==> config.mk <==
export PLATFORM = sky130hd
export DESIGN_NAME = sound_cmd_mailbox
export DESIGN_NICKNAME = d
export VERILOG_FILES = /design/src/rtl/sound_cmd_pkg.sv /design/src/rtl/sound_cmd_fifo_core.sv /design/src/rtl/sound_cmd_mailbox.sv
export SDC_FILE = /design/constraint.sdc
export NUM_CORES = 1
export LEC_CHECK = 0
export CORE_MARGIN = 2
export CORE_UTILIZATION = 58
export CTS_CLUSTER_SIZE = 30
export DETAILED_ROUTE_END_ITERATION = 7
export PLACE_DENSITY = 0.9
export SETUP_SLACK_MARGIN = 0.15
export SLEW_MARGIN = 20
export SYNTH_ARGS = -nofsm -noshare
export SYNTH_HDL_FRONTEND = slang
export SYNTH_SLANG_ARGS = --single-unit
export TNS_END_PERCENT = 1
==> constraint.sdc <==
create_clock -name clk -period 3.6 [get_ports clk]
set_input_delay 0.36 -clock clk [delete_from_list [all_inputs] [get_ports clk]]
set_output_delay 0.36 -clock clk [all_outputs]
set_load 0.005 [all_outputs]
==> src/rtl/sound_cmd_pkg.sv <==
// Shared types, status-register bit positions and width helper for the
// main-to-sound command mailbox.
package sound_cmd_pkg;

  typedef enum logic {
    IRQ_LEVEL  = 1'b0,
    IRQ_LEGACY = 1'b1
  } irq_mode_e;

  localparam int ST_OVF   = 7;
  localparam int ST_FULL  = 6;
  localparam int ST_EMPTY = 5;

  function automatic int cnt_w(input int depth);
    return $clog2(depth) + 1;
  endfunction

endpackage

==> src/rtl/sound_cmd_fifo_core.sv <==
// DEPTH x DW command FIFO; a push into a full FIFO still lands when a pop
// retires the head in the same cycle.
module sound_cmd_fifo_core
  import sound_cmd_pkg::*;
#(
  parameter int DW    = 8,
  parameter int DEPTH = 4
) (
  input  logic                      clk,
  input  logic                      rst,
  input  logic                      push_i,
  input  logic                      pop_i,
  input  logic [DW-1:0]             din_i,
  output logic [cnt_w(DEPTH)-1:0]   count_o,
  output logic                      full_o,
  output logic                      empty_o,
  output logic                      drop_o,
  output logic                      next_empty_o,
  output logic [DW-1:0]             head_nxt_o
);

  localparam int AW = $clog2(DEPTH);
  localparam int CW = cnt_w(DEPTH);

  logic [DW-1:0] mem_q [DEPTH];
  logic [AW-1:0] wp_q, wp_d, rp_q, rp_d;
  logic [CW-1:0] cnt_q, cnt_d;
  logic          full_q, empty_q;
  logic          push_do, pop_do;

  always_comb begin
    pop_do  = pop_i & ~empty_q;
    push_do = push_i & (~full_q | pop_do);
    wp_d    = wp_q + AW'(push_do);
    rp_d    = rp_q + AW'(pop_do);
    cnt_d   = cnt_q + CW'(push_do) - CW'(pop_do);
  end

  assign drop_o       = push_i & ~push_do;
  assign next_empty_o = (cnt_d == '0);
  // The new head may be the word being written this very cycle.
  assign head_nxt_o   = (push_do && (rp_d == wp_q)) ? din_i : mem_q[rp_d];

  assign count_o = cnt_q;
  assign full_o  = full_q;
  assign empty_o = empty_q;

  always_ff @(posedge clk) begin
    if (rst) begin
      wp_q    <= '0;
      rp_q    <= '0;
      cnt_q   <= '0;
      full_q  <= 1'b0;
      empty_q <= 1'b1;
    end else begin
      wp_q    <= wp_d;
      rp_q    <= rp_d;
      cnt_q   <= cnt_d;
      full_q  <= (cnt_d == CW'(DEPTH));
      empty_q <= (cnt_d == '0);
    end
  end

  always_ff @(posedge clk) begin
    if (push_do) mem_q[wp_q] <= din_i;
  end

endmodule

==> src/rtl/sound_cmd_mailbox.sv <==
// Main-to-sound command mailbox: strobe edge detection, IRQ, dout register.
// Define SOUND_CMD_STATUS_EN to add the addr=1 status register / overflow clear.
module sound_cmd_mailbox
  import sound_cmd_pkg::*;
#(
  parameter int            DW        = 8,
  parameter int            DEPTH     = 4,
  parameter int            IRQ_MODE  = 0,
  parameter logic [DW-1:0] EMPTY_VAL = 8'hFF
) (
  input  logic                    clk,
  input  logic                    rst,
  input  logic                    wr_n,
  input  logic [DW-1:0]           din,
  input  logic                    rd_cs_n,
  input  logic                    rd_n,
  input  logic                    addr,
  output logic [DW-1:0]           dout,
  output logic                    irq_n,
  output logic [cnt_w(DEPTH)-1:0] count,
  output logic                    full,
  output logic                    empty,
  output logic                    overflow
);

  localparam bit LEGACY = (IRQ_MODE == int'(IRQ_LEGACY));

  logic          wr_n_q, acc_q, acc;
  logic          push_ev, acc_fall, pop_ev, st_clr, st_start;
  logic          stat_q, stat_d;
  logic          ovf_q, ovf_d, flag_q, flag_d, irq_n_q, irq_n_d;
  logic          drop, next_empty;
  logic [DW-1:0] head_nxt, dout_q, dout_d;
  logic [7:0]    status_w;

  assign acc      = ~rd_cs_n & ~rd_n;
  assign push_ev  = wr_n & ~wr_n_q;
  assign acc_fall = acc_q & ~acc;

  always_comb begin
    status_w           = '0;
    status_w[ST_OVF]   = ovf_q;
    status_w[ST_FULL]  = full;
    status_w[ST_EMPTY] = empty;
    status_w[3:0]      = 4'(count);
  end

`ifdef SOUND_CMD_STATUS_EN
  assign pop_ev   = acc_fall & ~addr;
  assign st_clr   = acc_fall & addr;
  assign st_start = acc & ~acc_q & addr;
`else
  assign pop_ev   = acc_fall;
  assign st_clr   = 1'b0;
  assign st_start = 1'b0;
  logic unused_status;
  assign unused_status = ^{addr, status_w};
`endif

  sound_cmd_fifo_core #(
    .DW    (DW),
    .DEPTH (DEPTH)
  ) u_fifo (
    .clk          (clk),
    .rst          (rst),
    .push_i       (push_ev),
    .pop_i        (pop_ev),
    .din_i        (din),
    .count_o      (count),
    .full_o       (full),
    .empty_o      (empty),
    .drop_o       (drop),
    .next_empty_o (next_empty),
    .head_nxt_o   (head_nxt)
  );

  always_comb begin
    dout_d = dout_q;
    // A status snapshot is frozen for the whole status access.
    if (st_start)                dout_d = DW'(status_w);
    else if (stat_q && acc)      dout_d = dout_q;
    else if (!next_empty)        dout_d = head_nxt;
    stat_d  = st_start | (acc & stat_q);
    ovf_d   = (ovf_q & ~st_clr) | drop;
    flag_d  = acc ? 1'b0 : (push_ev ? 1'b1 : flag_q);
    irq_n_d = LEGACY ? ~flag_d : next_empty;
  end

  always_ff @(posedge clk) begin
    if (rst) begin
      wr_n_q  <= wr_n;
      acc_q   <= acc;
      stat_q  <= 1'b0;
      ovf_q   <= 1'b0;
      flag_q  <= 1'b0;
      irq_n_q <= 1'b1;
      dout_q  <= EMPTY_VAL;
    end else begin
      wr_n_q  <= wr_n;
      acc_q   <= acc;
      stat_q  <= stat_d;
      ovf_q   <= ovf_d;
      flag_q  <= flag_d;
      irq_n_q <= irq_n_d;
      dout_q  <= dout_d;
    end
  end

  assign dout     = dout_q;
  assign irq_n    = irq_n_q;
  assign overflow = ovf_q;

endmodule

==> impl_metrics.tcl <==
set metrics [dict create \
    status "finished clean" \
    drt_first_iter_violations 60 \
    rsz0062_at_grt "false" \
    grt_pass1_wl_mm 6.327 \
    grt_overflow 0 \
    synthTopCellsByArea "edfxtp_1, dfxtp_1, mux4_1, a32oi_1, ha_1" \
    fp.dieH_um 65.07 \
    cts.path.max_buffers 2 \
    first_pass_iters 4 \
    synth-async-reset-ratio_pct 0 \
    wl_per_cell_um 17.33 \
    post-synth-top-area-cell "edfxtp_1" \
    syn_avg_cell_area_sq_um 15.23 \
    crit_path_max_fanout 8 \
    leakage_uw 0.0009631 \
    ff2ff_setup_slack_ps 940 \
    hpwl_mm 2.751 \
    reg2reg_from "u_fifo.empty_o$_SDFF_PP1_" \
    areaGrowthSynthToFinish_pct 19.95 \
    max_freq_ghz 0.3414 \
    dieWidth_um 65.07 \
    core.rowCount 22 \
    fin_crit_sh_pct 81.36 \
    grt_antenna_before_repair 0 \
    synth_edf_count 32 \
    m1WireLength_mm 1.442 \
    tightest_slew_ps 502.0 \
    drv_cap 0 \
    place.gp.congestion 0.7275 \
    syn_inst 142 \
    worst_clock_skew_ps 4.737 \
    fin_crit_ps 2929 \
    total_power_uw 1575 \
    reg2regPathDepth 10 \
    ys_types 35 \
    h-tree-depth 2 \
    top_layer "met4" \
    postCtsSetupBuffers 0 \
    core_sq_um 3633 \
    via_per_inst 5.772 \
    port_buffers 27 \
    ys_seq_area_share_pct 63.85 \
    relSlewSlack_pct 66.53 \
    required_ps 3760 \
    cts.sinks 53 \
    yosysWarnings 0 \
    hold_violations 0 \
    slew_violations 0 \
    final_nets 194 \
    grt_pass1_vias 1319 \
    drc 0 \
    tns_ps 0 \
    worstPathArrival_ps 3090 \
    syn_nets 161 \
    hold_end "dout[3]$_SDFFE_PP1P_" \
    cts_root_buf "clkbuf_8" \
    cts_resized 0 \
    min_path_cells 2 \
    worstSkewPairLatency_ps 300 \
    dieArea_sq_um 4234 \
    routed_wirelength_mm 3.883 \
    crit_type "in2reg" \
    min-delay-start "dout[3]$_SDFFE_PP1P_" \
    io_pins 29 \
    n_antenna_cell 0 \
    grt_use_total_pct 21.24 \
    ys_ff_latch 53 \
    cts_buffers 5 \
    num_vias 1293 \
    ant_nets 0 \
    end_kind "flop" \
    wl_met2_mm 2.129 \
    postCtsHoldBufs 0 \
    synthesis.area_sq_um 2163 \
    grt_max_degree 16 \
    clk_pin_slew_ps 80 \
    synthFlopType "edfxtp_1" \
    hold_class "reg2reg" \
    final_layout_size_suffix_gt1_share_pct 9.659 \
    initial_utilization_pct 59.54 \
    cts_tree "yes" \
    p_per_area_nw_per_um2 607.0 \
    r2r_end "dout[6]$_SDFFE_PP1P_" \
    start_kind "input port" \
    netlist.area_leader.share_pct 44.42 \
    route.met3.wl_um 231 \
    setup_viol 0 \
    ir_worst_vdd_uv 341.4 \
]
[stage by stage]
step / hold slack [ps] / setup slack [ps] / cell area [sq um] / instances / util (%)
floorplan: 387.7 / 1122 / 2163 / 142 / -
global placement: 433.6 / 485.4 / 2489 / 216 / 68.49
detailed placement: 440.2 / 331.6 / 2489 / 216 / 68.49
CTS: 459.3 / 659.4 / 2595 / 224 / 71.42
global route: 476.3 / 528.9 / 2595 / 224 / 71.42
finish: 456.2 / 671.0 / 2595 / 224 / 71.42
[registers in the layout, summed over array words and instances, names as in the netlist]
name / count
u_fifo.wp_q: 2
u_fifo.mem_q: 32
u_fifo.rp_q: 2
u_fifo.count_o: 3
dout: 8
stat_q: 1
wr_n_q: 1
acc_q: 1
overflow: 1
u_fifo.full_o: 1
u_fifo.empty_o: 1
[synth_stat cells (2+ instances only)]
| cell type | count |
|---|---|
| o21ai_1 | 7 |
| xnor2_1 | 2 |
| dfxtp_1 | 21 |
| ha_1 | 4 |
| mux4_1 | 8 |
| nor2b_1 | 6 |
| nor2_1 | 6 |
| nand3_1 | 8 |
| edfxtp_1 | 32 |
| inv_1 | 12 |
| a32oi_1 | 8 |
| nand2_1 | 3 |
| and3_1 | 2 |
| nor3b_1 | 2 |
[placed cells by master, fill, tap and decap left out, drive strengths merged, types with 2 or more instances in the layout]
cell type | synthesis | final
a21oi | 3 | 3
a32oi | 8 | 8
and3 | 2 | 2
buf | 4 | 3
clkbuf | 0 | 6
clkdlybuf4s50 | 0 | 27
dfxtp | 21 | 21
edfxtp | 32 | 32
ha | 4 | 4
inv | 13 | 13
mux4 | 8 | 8
nand2 | 3 | 3
nand3 | 9 | 9
nor2 | 7 | 7
nor2b | 6 | 6
nor3b | 2 | 2
o21ai | 9 | 9
xnor2 | 2 | 2
[routing by layer]
layer,GRT usage (%),up-vias
met5,0,-
met4,8.854,0
met3,7.292,7
met2,36.47,39
met1,24.25,645
li1,-,602
[power breakdown]
group / internal [uW] / switching, uW / leakage [uW]
registers: 715 / 38.4 / 0.000464
clock network: 205 / 177 / 0.0000528
logic: 226 / 213 / 0.000447
total: 1150 / 429 / 0.000963
[worst max path at each step]
stage / startpoint / end / slack, ps / cells past startpoint
after floorplan: rd_cs_n / dout[1]$_SDFFE_PP1P_ / 1120 / 10
after global placement: rd_cs_n / dout[1]$_SDFFE_PP1P_ / 490 / 11
after detailed placement: rd_cs_n / dout[6]$_SDFFE_PP1P_ / 330 / 11
after CTS: rd_cs_n / dout[6]$_SDFFE_PP1P_ / 660 / 11
after global routing: rd_cs_n / dout[6]$_SDFFE_PP1P_ / 530 / 11
final: rd_cs_n / dout[6]$_SDFFE_PP1P_ / 670 / 11
[kinds of logic after synthesis]
family	after synthesis	synth area share, %
XOR/XNOR	5	3.702
flip-flops	53	63.85
adder cells (fa/ha/maj)	5	3.239
AND/OR/NAND/NOR	32	7.982
AO/OA/AOI/OAI	22	7.982
multiplexers	8	9.717
buffers and inverters	17	3.527
[layout make-up]
type                       count  area, sq um
clock buffer                   6        72.57
clock inverter                 2        33.78
fill                         252         1039
inverter                      13        48.80
multi-input combinational     72        705.7
sequential                    53         1381
tap                           48        60.06
timing repair buffer          30        292.8
[critical path, cell delays in order]
cell and delay, ps:
clkdlybuf4s50_1 410, nor2_2 320, nor2_1 140, ha_1 310
inv_1 40, ha_1 200, fa_1 380, xor3_1 250
a21o_1 240, a21oi_4 270, a32oi_1 160
(Power assumes the default switching activity.)
